`src/rtl/hazard_scoreboard_pkg.sv`:
```
// Shared pipeline constants and types for the ID-stage hazard scoreboard.
// Latency defaults are bubble counts a consumer waits behind each producer class.
package hazard_scoreboard_pkg;
  localparam int SB_REG_W    = 5;
  localparam int SB_NUM_REGS = 32;
  localparam int CNT_W       = 2;
  localparam int SB_LOAD_LAT = 1;
  localparam int SB_ALU_LAT  = 0;
  localparam int SB_PERF_W   = 16;

  localparam logic [SB_REG_W-1:0] ZERO_REG = 5'd0;

  typedef logic [CNT_W-1:0] cnt_t;

  function automatic cnt_t lat_sel(input logic is_load, input int load_lat, input int alu_lat);
    return is_load ? cnt_t'(load_lat) : cnt_t'(alu_lat);
  endfunction
endpackage

```
`src/rtl/hazard_scoreboard_if.sv`:
```
// ID-stage bus between decoder/pipeline control and the hazard scoreboard.
// master = decode/pipeline side, slave = scoreboard.
interface hazard_scoreboard_if #(
  parameter int REG_W    = 5,
  parameter int NUM_REGS = 32,
  parameter int PERF_W   = 16
);
  logic              id_valid;
  logic [REG_W-1:0]  id_rs;
  logic [REG_W-1:0]  id_rt;
  logic              id_uses_rs;
  logic              id_uses_rt;
  logic              id_wr_en;
  logic [REG_W-1:0]  id_rd;
  logic              id_is_load;
  logic              flush;
  logic              mem_wait;
  logic              stall;
  logic              pc_load;
  logic              IFID_Ld;
  logic              sel_signal;
  logic [NUM_REGS-1:0] busy_mask;
  logic [PERF_W-1:0] stall_cycles;

  modport master (
    output id_valid, id_rs, id_rt, id_uses_rs, id_uses_rt, id_wr_en, id_rd, id_is_load,
           flush, mem_wait,
    input  stall, pc_load, IFID_Ld, sel_signal, busy_mask, stall_cycles
  );

  modport slave (
    input  id_valid, id_rs, id_rt, id_uses_rs, id_uses_rt, id_wr_en, id_rd, id_is_load,
           flush, mem_wait,
    output stall, pc_load, IFID_Ld, sel_signal, busy_mask, stall_cycles
  );
endinterface

```
`src/rtl/hazard_scoreboard_sb_entry.sv`:
```
// One scoreboard slot: remaining bubbles before the register's producer is forwardable.
// Hold beats load so a frozen back end neither ages nor accepts a new writer.
module sb_entry
  import hazard_scoreboard_pkg::*;
(
  input  logic clk,
  input  logic rst,
  input  logic hold_i,
  input  logic load_i,
  input  cnt_t load_val_i,
  output cnt_t cnt_o
);
  cnt_t cnt_q;
  cnt_t cnt_d;

  // Next count: hold, newest-writer load, or age toward zero.
  always_comb begin
    cnt_d = cnt_q;
    if (hold_i) begin
      cnt_d = cnt_q;
    end else if (load_i) begin
      cnt_d = load_val_i;
    end else if (cnt_q != cnt_t'(0)) begin
      cnt_d = cnt_q - cnt_t'(1);
    end else begin
      cnt_d = cnt_q;
    end
  end

  // Count register.
  always_ff @(posedge clk) begin
    if (rst) begin
      cnt_q <= cnt_t'(0);
    end else begin
      cnt_q <= cnt_d;
    end
  end

  assign cnt_o = cnt_q;
endmodule

```
`src/rtl/hazard_scoreboard.sv`:
```
// Per-register producer scoreboard: ID source lookups generate stall/bubble/hold
// controls; issuing writers arm a countdown that ages to "forwardable".
module hazard_scoreboard
  import hazard_scoreboard_pkg::*;
#(
  parameter int NUM_REGS = SB_NUM_REGS,
  parameter int REG_W    = SB_REG_W,
  parameter int LOAD_LAT = SB_LOAD_LAT,
  parameter int ALU_LAT  = SB_ALU_LAT,
  parameter int PERF_W   = SB_PERF_W
) (
  input logic clk,
  input logic rst,
  hazard_scoreboard_if.slave sb_io
);
  localparam logic [REG_W-1:0]  RZERO    = REG_W'(ZERO_REG);
  localparam logic [PERF_W-1:0] PERF_MAX = {PERF_W{1'b1}};

  cnt_t                cnt_s [NUM_REGS];
  logic [NUM_REGS-1:0] busy_s;
  logic                haz_rs_s;
  logic                haz_rt_s;
  logic                stall_s;
  logic                issue_s;
  cnt_t                issue_val_s;
  logic [PERF_W-1:0]   stall_cycles_q;
  logic [PERF_W-1:0]   stall_cycles_d;

  assign cnt_s[0]  = cnt_t'(0);
  assign busy_s[0] = 1'b0;

  for (genvar g = 1; g < NUM_REGS; g++) begin : g_entry
    sb_entry u_entry (
      .clk        (clk),
      .rst        (rst),
      .hold_i     (sb_io.mem_wait),
      .load_i     (issue_s && (sb_io.id_rd == REG_W'(g))),
      .load_val_i (issue_val_s),
      .cnt_o      (cnt_s[g])
    );
    assign busy_s[g] = (cnt_s[g] != cnt_t'(0));
  end

  // Source lookup against pre-update counts; rs==rt naturally collapses to one hazard.
  always_comb begin
    haz_rs_s    = sb_io.id_uses_rs && (sb_io.id_rs != RZERO) && busy_s[sb_io.id_rs];
    haz_rt_s    = sb_io.id_uses_rt && (sb_io.id_rt != RZERO) && busy_s[sb_io.id_rt];
    stall_s     = (sb_io.id_valid && !sb_io.flush && (haz_rs_s || haz_rt_s)) || sb_io.mem_wait;
    issue_s     = sb_io.id_valid && !stall_s && !sb_io.flush && sb_io.id_wr_en &&
                  (sb_io.id_rd != RZERO);
    issue_val_s = lat_sel(sb_io.id_is_load, LOAD_LAT, ALU_LAT);
  end

  // Saturating stall-cycle counter next state.
  always_comb begin
    stall_cycles_d = stall_cycles_q;
    if (stall_s && (stall_cycles_q != PERF_MAX)) begin
      stall_cycles_d = stall_cycles_q + PERF_W'(1);
    end else begin
      stall_cycles_d = stall_cycles_q;
    end
  end

  // Stall-cycle counter register.
  always_ff @(posedge clk) begin
    if (rst) begin
      stall_cycles_q <= {PERF_W{1'b0}};
    end else begin
      stall_cycles_q <= stall_cycles_d;
    end
  end

  assign sb_io.stall        = stall_s;
  assign sb_io.pc_load      = !stall_s;
  assign sb_io.IFID_Ld      = !stall_s;
  assign sb_io.sel_signal   = !(stall_s || sb_io.flush);
  assign sb_io.busy_mask    = busy_s;
  assign sb_io.stall_cycles = stall_cycles_q;
endmodule

```
`src/flat_wrapper.sv`:
```
// flat-port wrapper written by rule: the top's interface ports become plain ports
module hazard_scoreboard_flat import hazard_scoreboard_pkg::*;
#(
  parameter int NUM_REGS = SB_NUM_REGS,
  parameter int REG_W    = SB_REG_W,
  parameter int LOAD_LAT = SB_LOAD_LAT,
  parameter int ALU_LAT  = SB_ALU_LAT,
  parameter int PERF_W   = SB_PERF_W
)
  (clk, rst, sb_io_id_valid, sb_io_id_rs, sb_io_id_rt, sb_io_id_uses_rs, sb_io_id_uses_rt, sb_io_id_wr_en, sb_io_id_rd, sb_io_id_is_load, sb_io_flush, sb_io_mem_wait, sb_io_stall, sb_io_pc_load, sb_io_IFID_Ld, sb_io_sel_signal, sb_io_busy_mask, sb_io_stall_cycles);
  hazard_scoreboard_if #(.REG_W(REG_W), .NUM_REGS(NUM_REGS), .PERF_W(PERF_W)) sb_io_i ();
  input logic clk;
  input logic rst;
  input wire logic [$bits(sb_io_i.id_valid)-1:0] sb_io_id_valid;
  input wire logic [$bits(sb_io_i.id_rs)-1:0] sb_io_id_rs;
  input wire logic [$bits(sb_io_i.id_rt)-1:0] sb_io_id_rt;
  input wire logic [$bits(sb_io_i.id_uses_rs)-1:0] sb_io_id_uses_rs;
  input wire logic [$bits(sb_io_i.id_uses_rt)-1:0] sb_io_id_uses_rt;
  input wire logic [$bits(sb_io_i.id_wr_en)-1:0] sb_io_id_wr_en;
  input wire logic [$bits(sb_io_i.id_rd)-1:0] sb_io_id_rd;
  input wire logic [$bits(sb_io_i.id_is_load)-1:0] sb_io_id_is_load;
  input wire logic [$bits(sb_io_i.flush)-1:0] sb_io_flush;
  input wire logic [$bits(sb_io_i.mem_wait)-1:0] sb_io_mem_wait;
  output wire logic [$bits(sb_io_i.stall)-1:0] sb_io_stall;
  output wire logic [$bits(sb_io_i.pc_load)-1:0] sb_io_pc_load;
  output wire logic [$bits(sb_io_i.IFID_Ld)-1:0] sb_io_IFID_Ld;
  output wire logic [$bits(sb_io_i.sel_signal)-1:0] sb_io_sel_signal;
  output wire logic [$bits(sb_io_i.busy_mask)-1:0] sb_io_busy_mask;
  output wire logic [$bits(sb_io_i.stall_cycles)-1:0] sb_io_stall_cycles;
  assign sb_io_i.id_valid = sb_io_id_valid;
  assign sb_io_i.id_rs = sb_io_id_rs;
  assign sb_io_i.id_rt = sb_io_id_rt;
  assign sb_io_i.id_uses_rs = sb_io_id_uses_rs;
  assign sb_io_i.id_uses_rt = sb_io_id_uses_rt;
  assign sb_io_i.id_wr_en = sb_io_id_wr_en;
  assign sb_io_i.id_rd = sb_io_id_rd;
  assign sb_io_i.id_is_load = sb_io_id_is_load;
  assign sb_io_i.flush = sb_io_flush;
  assign sb_io_i.mem_wait = sb_io_mem_wait;
  assign sb_io_stall = sb_io_i.stall;
  assign sb_io_pc_load = sb_io_i.pc_load;
  assign sb_io_IFID_Ld = sb_io_i.IFID_Ld;
  assign sb_io_sel_signal = sb_io_i.sel_signal;
  assign sb_io_busy_mask = sb_io_i.busy_mask;
  assign sb_io_stall_cycles = sb_io_i.stall_cycles;
  hazard_scoreboard #(.NUM_REGS(NUM_REGS), .REG_W(REG_W), .LOAD_LAT(LOAD_LAT), .ALU_LAT(ALU_LAT), .PERF_W(PERF_W)) u_core (.clk(clk), .rst(rst), .sb_io(sb_io_i));
endmodule
```
`config.mk`:
```
export PLATFORM = sky130hd
export DESIGN_NAME = hazard_scoreboard_flat
export DESIGN_NICKNAME = d
export VERILOG_FILES = /design/src/rtl/hazard_scoreboard_pkg.sv /design/src/rtl/hazard_scoreboard_if.sv /design/src/rtl/hazard_scoreboard_sb_entry.sv /design/src/rtl/hazard_scoreboard.sv /design/src/flat_wrapper.sv
export SDC_FILE = /design/constraint.sdc
export NUM_CORES = 1
export LEC_CHECK = 0
export CAP_MARGIN = 15
export CORE_ASPECT_RATIO = 1.75
export CORE_MARGIN = 2
export CORE_UTILIZATION = 50
export DETAILED_ROUTE_END_ITERATION = 7
export PLACE_DENSITY = 0.74
export SYNTH_ARGS = -nofsm -noshare
export SYNTH_HDL_FRONTEND = slang
export SYNTH_SLANG_ARGS = --single-unit
```
`constraint.sdc`:
```
create_clock -name clk -period 3.6 [get_ports clk]
set_clock_uncertainty 0.05 [all_clocks]
set_input_delay 0.54 -clock clk [delete_from_list [all_inputs] [get_ports clk]]
set_output_delay 0.54 -clock clk [all_outputs]
set_load 0.01 [all_outputs]
```
[Word-level counts from Yosys, hierarchy flattened]
Index checks and enable logic that the tools add are counted.
Storage, ports and cells
  register bits: 78
  RAM bits: 0
  bits in read-only memories: 0
  logic and storage cells: 310
  memories kept: 0
  output and inout port bits: 52
  latch bits: 0
Operators by class
  multiply operators: 0
  $add $sub $neg: 32
  order comparisons: 2
  bitwise operators: 1
  reduce and logical (&&, ||, !) cells: 144
  mux-type cells: 67
  equal/unequal tests: 32
  div/mod/pow operators: 0
  shift operators: 0
Operator list (number)
  $mux W2: 62
  $reduce_bool A2 Y1: 62
  $eq A5 B5 Y1 const B: 16
  $reduce_and A2 Y1: 31
  $sub A2 B1 Y2 const B: 31
  $logic_and A1 B1 Y1: 42
  $eq A5 B4 Y1 const B: 8
  $eq A5 B3 Y1 const B: 4
  $add A16 B1 Y16 const B: 1
  $ne A16 B16 Y1 const B: 1
  $reduce_bool A5 Y1: 3
  $lt A5 B6 Y1 const B: 2
  $bmux W1 S5: 2
  $eq A5 B2 Y1 const B: 2
  $eq A5 B1 Y1 const B: 1
  $logic_not A1 Y1: 3
  $logic_or A1 B1 Y1: 3
  $mux W1: 3
  $not A1 Y1: 1

[Depth between registers and ports, before layout]
  depth in word-level cells: 15
  mapped depth: 11
  mapped depth without buffers: 9

[By module]
From an unflattened synthesis, not the netlist that was laid out.
Second synthesis, totals
  cells, all modules: 827
  area total of the unflattened synthesis: 5826.8 um^2
By module, submodules not included
  sb_entry: instances 31, cells each 17, seq. area each 40.0 um^2, area an instance 121.4 um^2
  hazard_scoreboard: instances 1, cells each 300, seq. area each 320.3 um^2, area an instance 2064.5 um^2

[Worst setup path before layout]
Ideal clock, no wire load.
  kind: input to output
  start: input sb_io_id_rs[1]
  end: output sb_io_sel_signal
  required time: 3010 ps
  arrival time: 2700 ps
  setup slack: 310 ps
  buffers on the path: 4
  stages: 11
  cells stage by stage: buf_4 > buf_8 > mux2i_1 > mux4_2 > a22o_1 > o311a_4 > nor3_4 > buf_4 > buf_6 > inv_1 > nor2_1
On the way
  longest elaborated chain between the ends: 8
RTL lines
  start: declaration: line flat_wrapper.sv:15  | input wire logic [$bits(sb_io_i.id_rs)-1:0] sb_io_id_rs;
  $bmux W1 S5 / $reduce_bool A5 Y1 (equally long branches): line hazard_scoreboard.sv:46  | haz_rs_s = sb_io.id_uses_rs && (sb_io.id_rs != RZERO) && busy_s[sb_io.id_rs];
  $mux W1 (not written as such) / $logic_and A1 B1 Y1 (equally long branches): line hazard_scoreboard.sv:46
  $logic_and A1 B1 Y1 *: line hazard_scoreboard.sv:46
  $logic_or A1 B1 Y1 *: line hazard_scoreboard.sv:48  | stall_s = (sb_io.id_valid && !sb_io.flush && (haz_rs_s || haz_rt_s)) || sb_io.mem_wait;
  $logic_and A1 B1 Y1 *: line hazard_scoreboard.sv:48
  $logic_or A1 B1 Y1 *: line hazard_scoreboard.sv:48
  named net sb_io_stall: line flat_wrapper.sv:24  | output wire logic [$bits(sb_io_i.stall)-1:0] sb_io_stall;
  $logic_or A1 B1 Y1 *: line hazard_scoreboard.sv:76  | assign sb_io.sel_signal = !(stall_s || sb_io.flush);
  $logic_not A1 Y1 *: line hazard_scoreboard.sv:76
  end: declaration: line flat_wrapper.sv:27  | output wire logic [$bits(sb_io_i.sel_signal)-1:0] sb_io_sel_signal;
The timed path passes the listed nets; every way through them passes the cells marked *. The select of a mux whose other input is x is not followed.

[Worst setup path after layout]
  start: input sb_io_id_rt[0]
  end: output sb_io_IFID_Ld
On the way
  longest elaborated chain between the ends: 7
RTL lines
  start: declaration: line flat_wrapper.sv:16  | input wire logic [$bits(sb_io_i.id_rt)-1:0] sb_io_id_rt;
  $bmux W1 S5 / $reduce_bool A5 Y1 (equally long branches): line hazard_scoreboard.sv:47  | haz_rt_s = sb_io.id_uses_rt && (sb_io.id_rt != RZERO) && busy_s[sb_io.id_rt];
  $mux W1 (not written as such) / $logic_and A1 B1 Y1 (equally long branches): line hazard_scoreboard.sv:47
  $logic_and A1 B1 Y1 *: line hazard_scoreboard.sv:47
  $logic_or A1 B1 Y1 *: line hazard_scoreboard.sv:48
  $logic_and A1 B1 Y1 *: line hazard_scoreboard.sv:48
  $logic_or A1 B1 Y1 *: line hazard_scoreboard.sv:48
  $logic_not A1 Y1 *: line hazard_scoreboard.sv:75  | assign sb_io.IFID_Ld = !stall_s;
  end: declaration: line flat_wrapper.sv:26  | output wire logic [$bits(sb_io_i.IFID_Ld)-1:0] sb_io_IFID_Ld;
Every way passes the cells marked *; elsewhere a longest branch is shown, timed or not. The select of a mux whose other input is x is not followed.

==> metrics.yaml <==
synth_top_cell_by_area: "dfxtp_1"
syn_to_final_growth_pct: 27.7
layout.nets: 879
finalMaxSlewViolations: 0
routedWlPerCell_um: 19.1
synthXorXnorAreaFrac_pct: 3.95
yosys.area.top_type_share_pct: 28.2
fmax_ghz: 0.285
die_area_um2: 12000
firstDrtPassIters: 5
seqPwrFrac_pct: 29.0
grt_max_degree: 39
crit_chain: "clkdlybuf4s50_1 -> buf_6 -> mux4_2 -> mux2i_1 -> o22ai_1 -> and4b_1 -> nor3_4 -> buf_6 -> buf_12 -> dlygate4sd2_1"
worst_slew_pin_slew_ns: 0.592
end_kind: "primary output"
path_class: "in2out"
cp.required_ns: 3.01
row_count: 50
hold_buffers: 0
status: "complete, no violations"
cts.sinks: 78
synth_cell_types: 55
path_max_fanout: 7
rsz0062_at_grt: "no"
fin_area_um2: 7080
synth_area_um2: 5540
synth-adder-area-share_pct: 7.22
synth_edf_count: 0
yosys.area_share.simple_pct: 24.0
met1_usage_pct: 30.9
cp.arrival_ns: 2.91
crit_path_start_kind: "input port"
met3_usage_pct: 5.00
period_share_pct: 97.4
syn-num-nets: 776
synth_cells: 720
cts_buffer_depth: 2
p_int_uw: 2380
worst_path_most_repeated_cell: "buf_6"
ys_seq_elements: 78
antenna_cells: 0
htreeDepth: 3
drv_cap: 0
synth_compound_area_share_pct: 14.0
antenna_found_initial: 0
muxShareOfSynthArea_pct: 12.3
grt.total_usage_pct: 30.5
crit_path_max_incr_delay_ns: 0.52
relSlewSlack_pct: 60.4
mostFrequentLayoutCells: "inv_1 (98), dfxtp_1 (78), nand2_1 (71)"
die_w_um: 83.6
grt-busiest-layer: "met2"
synth_ff_type: "dfxtp_1"
hold_violations: 0
yosysSeqAreaShare_pct: 28.2
yosysWarnings: 0
ys_async_sr_fraction_pct: 0
io_pins: 76
core_um2: 10800
ir_drop_v: 0.000316
fin_crit_ns: 3.50
synth_area_leaders: "dfxtp_1 (28%), mux2i_1 (8.5%), ha_1 (7.2%), inv_1 (6.6%), nand2_1 (4.8%)"
layout_commonest_cell: "inv_1"
clk_pin_slew_ns: 0.06
power_frac_clock_pct: 24.8
grt_pass1_vias: 5772
gp_congestion: 0.951
insertion_delay_ns: 0.34
combPwrFrac_pct: 46.2
syn_avg_cell_area_um2: 7.70
setup_tns_ns: 0
routed_via_density: 6.01
synth_top_family_by_area: "simple AND/OR/NAND/NOR gates"
overflow: 0
root_buffer: "clkbuf_16"
swShare_pct: 36.0
dpl.hpwl_mm: 13.9
portBuffers: 74
powerDensity_nw_per_um2: 526
grtUsageMet2_pct: 55.0
hold_class: "reg2reg"
initial_utilization_pct: 51.5
dr.first_iter.drc_count: 377
finalSetupViolCount: 0
leakagePower_uw: 0.00299
grt_first_pass_wirelength_mm: 28.8
ant_nets: 0
route.detailed.drc: 0
num_vias: 5755
die_y_um: 143
p_sw_uw: 1340
totalWireLength_mm: 18.3
tritoncts: "done"
place_area_um2: 6670
layout-drive-gt1-share_pct: 11.4
worst_path_max_delay_cell: "clkdlybuf4s50_1"
numCtsBuffers: 9
==> routing by layer <==
metal	vias up	share of wire (%)
met5	-	0
met4	0	7.7
met3	78	5.8
met2	255	51
met1	2729	35
li1	2693	-
==> worst max-delay path: cells and delay by family <==
kind	cells	cell delay [ns]
buffers and inverters	5	1.19
multiplexers	2	0.68
AND/OR/NAND/NOR	2	0.39
AO/OA/AOI/OAI	1	0.11
==> layout make-up <==
type                       instances  area, µm²
clock inverter                     3       43.8
sequential                        78       1560
inverter                          98        368
tap                              130        163
multi-input combinational        504       3440
fill                             937       3680
clock buffer                      13        250
timing repair buffer             132       1250
==> state kept, by name, indices dropped and copies added, names as in the netlist <==
| name | cells |
|---|---|
| u_core.g_entry.u_entry.cnt_o | 62 |
| u_core.sb_io.stall_cycles | 16 |
==> power by group through the flow <==
stage / sequential [µW] / combinational, µW / clock (µW)
finish: 1080 / 1720 / 924
CTS: 1080 / 1700 / 931
floorplan: 1080 / 934 / 0
detailed placement: 1090 / 1680 / 0
global route: 1090 / 1860 / 975
global placement: 1080 / 1630 / 0
==> through the flow <==
step | power, µW | setup slack (ns) | hold slack (ns) | util, % | instances
after global routing | 3920 | 0.00249 | 0.481 | 65.8 | 958
after CTS | 3710 | 0.00618 | 0.446 | 65.6 | 957
after global placement | 2710 | -0.294 | 0.421 | 62.0 | 934
after detailed placement | 2770 | -0.309 | 0.433 | 62.0 | 934
final | 3720 | 0.0951 | 0.445 | 65.8 | 958
after floorplan | 2010 | 0.310 | 0.402 | - | 720
==> final timing paths <==
kind | cells after the start | to | slack (ns) | from
setup / recovery | 10 | sb_io_IFID_Ld | 0.1 | sb_io_id_rt[0]
hold / removal | 2 | u_core.g_entry[30].u_entry.cnt_o[0]$_SDFFE_PP0P_ | 0.44 | u_core.g_entry[30].u_entry.cnt_o[0]$_SDFFE_PP0P_
setup reg to reg | 12 | u_core.sb_io.stall_cycles[13]$_SDFFE_PP0P_ | 0.37 | u_core.g_entry[27].u_entry.cnt_o[0]$_SDFFE_PP0P_
hold reg to reg | 2 | u_core.g_entry[30].u_entry.cnt_o[0]$_SDFFE_PP0P_ | 0.44 | u_core.g_entry[30].u_entry.cnt_o[0]$_SDFFE_PP0P_
==> kinds of logic (layout without fill, tap and decap cells) <==
kind of cell	Yosys count	in the layout
other	1	1
adders and majority gates	32	32
DFF	78	78
xor gates and xnor gates	25	25
muxes	57	57
and+or+nand+nor	269	269
AOI/OAI and AO/OA	120	120
buffers and inverters	138	246
==> timing repair <==
| action | CTS | global route |
|---|---|---|
| gates cloned | 1 | 0 |
| buffers inserted | 6 | 1 |
| pin swaps | 1 | 1 |
| gates resized for setup | 9 | 4 |
| setup endpoints to repair | 4 | 4 |
| endpoints found under the hold margin | 0 | 0 |
==> cells in the mapped netlist (8+ instances only) <==
| cell | number |
|---|---|
| a21oi_1 | 50 |
| a311oi_1 | 13 |
| and3_1 | 21 |
| clkbuf_1 | 24 |
| dfxtp_1 | 78 |
| ha_1 | 32 |
| inv_1 | 98 |
| mux2i_1 | 47 |
| mux4_2 | 9 |
| nand2_1 | 71 |
| nand3_1 | 15 |
| nand4_1 | 21 |
| nor2_1 | 70 |
| nor2b_1 | 8 |
| nor3_1 | 22 |
| o21ai_0 | 24 |
| or3_1 | 9 |
| xnor2_1 | 25 |
No activity file was read; power rests on OpenSTA's default activity.
